--- config.mk ---
export PLATFORM = sky130hd
export DESIGN_NAME = uart_rx_deserializer
export DESIGN_NICKNAME = d
export VERILOG_FILES = /design/src/rtl/uart_pkg.sv /design/src/rtl/baud_tick_gen.sv /design/src/rtl/uart_rx_deserializer.sv
export SDC_FILE = /design/constraint.sdc
export NUM_CORES = 1
export LEC_CHECK = 0
export ABC_AREA = 1
export CORE_MARGIN = 5
export CORE_UTILIZATION = 50
export DETAILED_ROUTE_END_ITERATION = 8
export GPL_ROUTABILITY_DRIVEN = 0
export PLACE_DENSITY = 0.7
export SLEW_MARGIN = 20
export SYNTH_ARGS = -nofsm -noshare
export SYNTH_HDL_FRONTEND = slang
export SYNTH_HIERARCHICAL = 1
export SYNTH_SLANG_ARGS = --single-unit
--- constraint.sdc ---
create_clock -name clock -period 2.5 [get_ports clock]
set_clock_uncertainty 0.1 [all_clocks]
set_input_delay 0.5 -clock clock [delete_from_list [all_inputs] [get_ports clock]]
set_output_delay 0.5 -clock clock [all_outputs]
set_load 0.02 [all_outputs]
--- src/rtl/uart_pkg.sv ---
// Shared UART definitions: receiver state encoding, frame width and the
// helpers used by the receiver and the oversampling tick generator.
package uart_pkg;

   localparam int UART_DATA_BITS = 8;

   typedef enum logic [2:0] {
      IDLE      = 3'd0,
      START     = 3'd1,
      DATA      = 3'd2,
      STOP      = 3'd3,
      WAIT_IDLE = 3'd4
   } uart_rx_state_t;

   // Rounded clock divider giving one tick per oversample period.
   function automatic int baud_div(input int clk, input int baud, input int os);
      int den;
      den = baud * os;
      return (clk + den / 2) / den;
   endfunction

   function automatic logic maj3(input logic [2:0] s);
      return (s[0] & s[1]) | (s[0] & s[2]) | (s[1] & s[2]);
   endfunction

endpackage

--- src/rtl/baud_tick_gen.sv ---
// Oversampling tick generator: one-cycle tick every baud_div() clocks,
// held at phase zero while clear is high so a frame starts on a known phase.
module baud_tick_gen
   import uart_pkg::*;
#(
   parameter int CLK_FREQ   = 100_000_000,
   parameter int BAUD_RATE  = 115_200,
   parameter int OVERSAMPLE = 16
) (
   input  logic clock,
   input  logic reset,
   input  logic clear,
   output logic tick
);

   localparam int DIV   = baud_div(CLK_FREQ, BAUD_RATE, OVERSAMPLE);
   localparam int CNT_W = (DIV > 1) ? $clog2(DIV) : 1;
   localparam logic [CNT_W-1:0] CNT_LAST = CNT_W'(DIV - 1);

   logic [CNT_W-1:0] cnt_q, cnt_d;

   assign tick = ~clear & (cnt_q == CNT_LAST);

   always_comb begin
      cnt_d = cnt_q;
      if (clear || tick) begin
         cnt_d = '0;
      end else begin
         cnt_d = cnt_q + 1'b1;
      end
   end

   always_ff @(posedge clock or posedge reset) begin
      if (reset) begin
         cnt_q <= '0;
      end else begin
         cnt_q <= cnt_d;
      end
   end

endmodule

--- src/rtl/uart_rx_deserializer.sv ---
// 8N1 UART receiver: synchronizes rx, oversamples with 3-sample majority
// voting at mid-bit, rejects false starts and flags bad stop bits.
module uart_rx_deserializer
   import uart_pkg::*;
#(
   parameter int CLK_FREQ   = 100_000_000,
   parameter int BAUD_RATE  = 115_200,
   parameter int OVERSAMPLE = 16
) (
   input  logic                      clock,
   input  logic                      reset,
   input  logic                      rx,
   output logic [UART_DATA_BITS-1:0] rx_input_data,
   output logic                      rx_ready,
   output logic                      framing_error,
   output logic                      busy
);

   localparam int SC_W = $clog2(OVERSAMPLE);
   localparam int BC_W = $clog2(UART_DATA_BITS);
   localparam logic [SC_W-1:0] SC_MID  = SC_W'(OVERSAMPLE / 2 - 1);
   localparam logic [SC_W-1:0] SC_LAST = SC_W'(OVERSAMPLE - 1);
   localparam logic [BC_W-1:0] BC_LAST = BC_W'(UART_DATA_BITS - 1);

   uart_rx_state_t            state_q, state_d;
   logic [1:0]                sync_q, sync_d;
   logic                      rxs_prev_q, rxs_prev_d;
   logic [SC_W-1:0]           sc_q, sc_d;
   logic [BC_W-1:0]           bc_q, bc_d;
   logic [1:0]                hist_q, hist_d;
   logic [UART_DATA_BITS-1:0] shift_q, shift_d;
   logic [UART_DATA_BITS-1:0] data_q, data_d;
   logic                      ready_q, ready_d;
   logic                      ferr_q, ferr_d;

   logic rxs;
   logic tick;
   logic tick_clear;
   logic mid_tick;
   logic vote;

   assign rxs        = sync_q[1];
   assign tick_clear = (state_q == IDLE);
   assign mid_tick   = tick & (sc_q == SC_MID);
   // Two stored samples plus the live one span the three mid-bit ticks.
   assign vote       = maj3({hist_q, rxs});

   assign rx_input_data = data_q;
   assign rx_ready      = ready_q;
   assign framing_error = ferr_q;
   assign busy          = (state_q != IDLE);

   baud_tick_gen #(
      .CLK_FREQ  (CLK_FREQ),
      .BAUD_RATE (BAUD_RATE),
      .OVERSAMPLE(OVERSAMPLE)
   ) u_tick (
      .clock(clock),
      .reset(reset),
      .clear(tick_clear),
      .tick (tick)
   );

   always_comb begin
      sync_d     = {sync_q[0], rx};
      rxs_prev_d = rxs;
      state_d    = state_q;
      sc_d       = sc_q;
      bc_d       = bc_q;
      hist_d     = hist_q;
      shift_d    = shift_q;
      data_d     = data_q;
      ready_d    = 1'b0;
      ferr_d     = 1'b0;

      // sc free-runs modulo OVERSAMPLE so every later vote lands one bit apart.
      if (tick) begin
         hist_d = {hist_q[0], rxs};
         sc_d   = (sc_q == SC_LAST) ? '0 : sc_q + 1'b1;
      end

      case (state_q)
         IDLE: begin
            if (rxs_prev_q && !rxs) begin
               state_d = START;
               sc_d    = '0;
            end
         end
         START: begin
            if (mid_tick) begin
               if (vote) begin
                  state_d = IDLE;
               end else begin
                  state_d = DATA;
                  bc_d    = '0;
               end
            end
         end
         DATA: begin
            if (mid_tick) begin
               shift_d = {vote, shift_q[UART_DATA_BITS-1:1]};
               if (bc_q == BC_LAST) begin
                  state_d = STOP;
               end else begin
                  bc_d = bc_q + 1'b1;
               end
            end
         end
         STOP: begin
            if (mid_tick) begin
               if (vote) begin
                  data_d  = shift_q;
                  ready_d = 1'b1;
                  state_d = IDLE;
               end else begin
                  ferr_d  = 1'b1;
                  state_d = WAIT_IDLE;
                  sc_d    = '0;
               end
            end
         end
         WAIT_IDLE: begin
            // sc counts consecutive high ticks; any low sample restarts the bit.
            if (tick) begin
               if (!rxs) begin
                  sc_d = '0;
               end else if (sc_q == SC_LAST) begin
                  state_d = IDLE;
               end
            end
         end
         default: begin
            state_d = IDLE;
         end
      endcase
   end

   always_ff @(posedge clock or posedge reset) begin
      if (reset) begin
         sync_q     <= 2'b11;
         rxs_prev_q <= 1'b1;
         state_q    <= IDLE;
         sc_q       <= '0;
         bc_q       <= '0;
         hist_q     <= 2'b11;
         shift_q    <= '0;
         data_q     <= '0;
         ready_q    <= 1'b0;
         ferr_q     <= 1'b0;
      end else begin
         sync_q     <= sync_d;
         rxs_prev_q <= rxs_prev_d;
         state_q    <= state_d;
         sc_q       <= sc_d;
         bc_q       <= bc_d;
         hist_q     <= hist_d;
         shift_q    <= shift_d;
         data_q     <= data_d;
         ready_q    <= ready_d;
         ferr_q     <= ferr_d;
      end
   end

endmodule

==> metrics.csv <==
metric,value,unit
status,"complete, no violations",
leading area contributor after synthesis,dfrtp_1,
Crit Path Category,reg -> out,
Worst-path clk slew,0.08,ns
max cap viols,0,
synthesized area per cell,8.707,um^2
setup_tns,0,ns
ys async rst share,1.000,
slew of the pin with the lowest slew margin,0.4312,ns
DRT iter0 DRCs,55,
Post-synth top cells,"nand2_1 (61), dfrtp_1 (34), inv_1 (31), nor2_1 (19), nand3_1 (11)",
synth unique cells,28,
CP required,1.90,ns
DRC viols,0,
share of layout cells above drive strength 1,0.1743,
instance count on the critical path,5,
Setup WS pre-CTS,0.4328,ns
dpl hpwl,2.303,mm
Slew Limit Fails,0,
Area contributors post-synth,"dfrtp_1 (44%), nand2_1 (12%), dfstp_2 (6.8%)",
vias in the first global route,1339,
maximum VDD drop,0.4042,mV
Tcrit/Tclk final,0.9125,
wire length of the first global-routing pass,5.989,mm
Reg-to-Reg Start,u_tick/cnt_q[1],
Syn Inst Count,221,
most frequent cell after synthesis,nand2_1,
FP Rows,22,
post_cts resized,0,
nets,248,
#FFs+latches synth,39,
Routed Wire Length,3.140,mm
worst-path maximum fanout,7,
number of I/O pins,14,
PnR worst setup slack,0.2188,ns
CTS sink count,39,
P_leak,1.073,nW
synth warn,6,
syn nets,229,
Worst-Skew Late Latency,0.29,ns
initial antenna violation count,0,
cell area after synthesis,1924,um^2
Routed Antenna Nets,0,
Layout area overhead,15.80,%
cts bufs inserted,5,
Via density,4.747,
crit-path cells,"inv_1, nand2_1, nor2_1, inv_1, clkdlybuf4s50_1",
Die W,72.04,um
Antenna diodes,0,
I/O Buffers,13,
final setup fails,0,
DP Cell Count,281,
mean routed wirelength per cell,10.87,um
pwr dens,822.0,nW/um^2
crit path to,busy,
Slowest Stage Delay on Critical Path,0.53,ns
r2r endpoint,rx_input_data[6],
Die Ht,72.04,um
Starting Density,0.5217,
Die ar.,5189,um^2
largest net degree at the start of global routing,25,
worst setup path start,state_q[0],
f_max,438.4,MHz
share of the synthesized area in the top cell type,0.4421,
global route overflow,0,
Root Buffer,clkbuf_8,
CP bufs+invs,3,
Final Non-Filler Cells,289,
Core Area,3689,um^2
flop-to-flop setup slack,0.43,ns
CTS Buffer Depth,2,
Crit. End Element,output pin,
CTS tree,done,
Post-CTS Setup Bufs,0,
sequential area share after synthesis,0.5104,
final hold viol count,0,
RSZ-0062 raised after global routing,no,
critical path launch point type,flip-flop,
"most used cell, CP",inv_1,
drt pass-1 iters,4,
vias,1372,
number of enable-type register cells in the synthesized netlist,0,
"Arr. time, crit path",1.68,ns
CTS Hold Bufs,0,
Slew Limit Headroom,0.7122,
crit path max-delay cell type,clkdlybuf4s50_1,
worst r2r path cells,10,
"CP delay by family, top",buffers and inverters,
GRT Total Usage,0.1462,
min cycle time layout,2.281,ns
CTS H-tree lvls,2,
"Top FF cell, synth",dfrtp_1,
Hold Path Class,reg -> reg,
[layout make-up]
cell class / count / area (um^2)
Tap cell: 48 / 60.06
Clock buffer: 5 / 68.82
Timing Repair Buffer: 15 / 157.7
Inverter: 33 / 123.9
Sequential cell: 39 / 982.2
Fill cell: 330 / 1460
Multi-Input combinational cell: 146 / 788.3
Clock inverter: 3 / 47.55
[stage by stage]
stage / instance area [um^2] / power [mW] / hold WS (ns) / utilization
after floorplan: 1924 / 1.191 / 0.1910 / -
after global placement: 2112 / 1.315 / 0.2529 / 0.5726
after detailed placement: 2112 / 1.314 / 0.2563 / 0.5726
after CTS: 2228 / 1.867 / 0.2710 / 0.6041
after global routing: 2228 / 1.992 / 0.2742 / 0.6041
final: 2228 / 1.832 / 0.2674 / 0.6041
[worst min path at each step]
stage	start	to	cells after the start
after floorplan	reset	u_tick/cnt_q[0]	1
after global placement	sync_q[0]	sync_q[1]	0
after detailed placement	sync_q[0]	sync_q[1]	0
after CTS	sync_q[0]	sync_q[1]	0
after global routing	sync_q[0]	sync_q[1]	0
final	sync_q[0]	sync_q[1]	0
[worst reg2reg max path, cell delays in order, from the launching register on]
cell and delay (ns):
dfrtp_1 0.41, inv_1 0.08, ha_1 0.16, nand3_2 0.11, nor2_1 0.10, buf_4 0.18
nand3_4 0.09, nor2_4 0.14, nand3_2 0.33, nand2_1 0.19, o21ai_2 0.07
[metal layers]
layer / global-route usage / vias to the layer above / part of all wire
met5: 0 / - / 0
met4: 0.04384 / 0 / 0.0054
met3: 0.04709 / 2 / 0.029
met2: 0.2143 / 19 / 0.44
met1: 0.2067 / 622 / 0.52
li1: - / 729 / -
[report_power, final]
group	switching, mW	internal [mW]	leakage [nW]	total [mW]
Clock	0.231	0.302	0.0587	0.533
Combinational	0.335	0.191	0.494	0.526
Sequential	0.0800	0.693	0.520	0.773
Total	0.646	1.19	1.07	1.83
[cell usage in the layout (no fill, tap or decap), types with 5 or more instances in the layout]
cell,n
o21ai_1,6
inv_1,31
ha_1,5
nand2_1,61
clkdlybuf4s50_1,13
clkbuf_8,5
nor2_1,19
o21ai_2,9
dfstp_2,5
nor2_2,5
dfrtp_1,34
nand3_1,11
[logic make-up after synthesis]
logic type / count (synthesis) / share of synthesized area
compound gates: 26 / 0.09103
xor+xnor: 4 / 0.01821
fa+ha+maj: 5 / 0.03251
buf+inv: 36 / 0.07998
flops: 39 / 0.5104
mux: 1 / 0.005202
simple gates: 110 / 0.2627
[flip-flops by register name, summed over array words and instances (netlist names)]
register       flops
shift_q            8
u_tick/cnt_q       6
sync_q             2
rx_input_data      8
sc_q               4
framing_error      1
bc_q               3
rxs_prev_q         1
state_q            3
hist_q             2
rx_ready           1
Power figures use the tool's default switching activity.
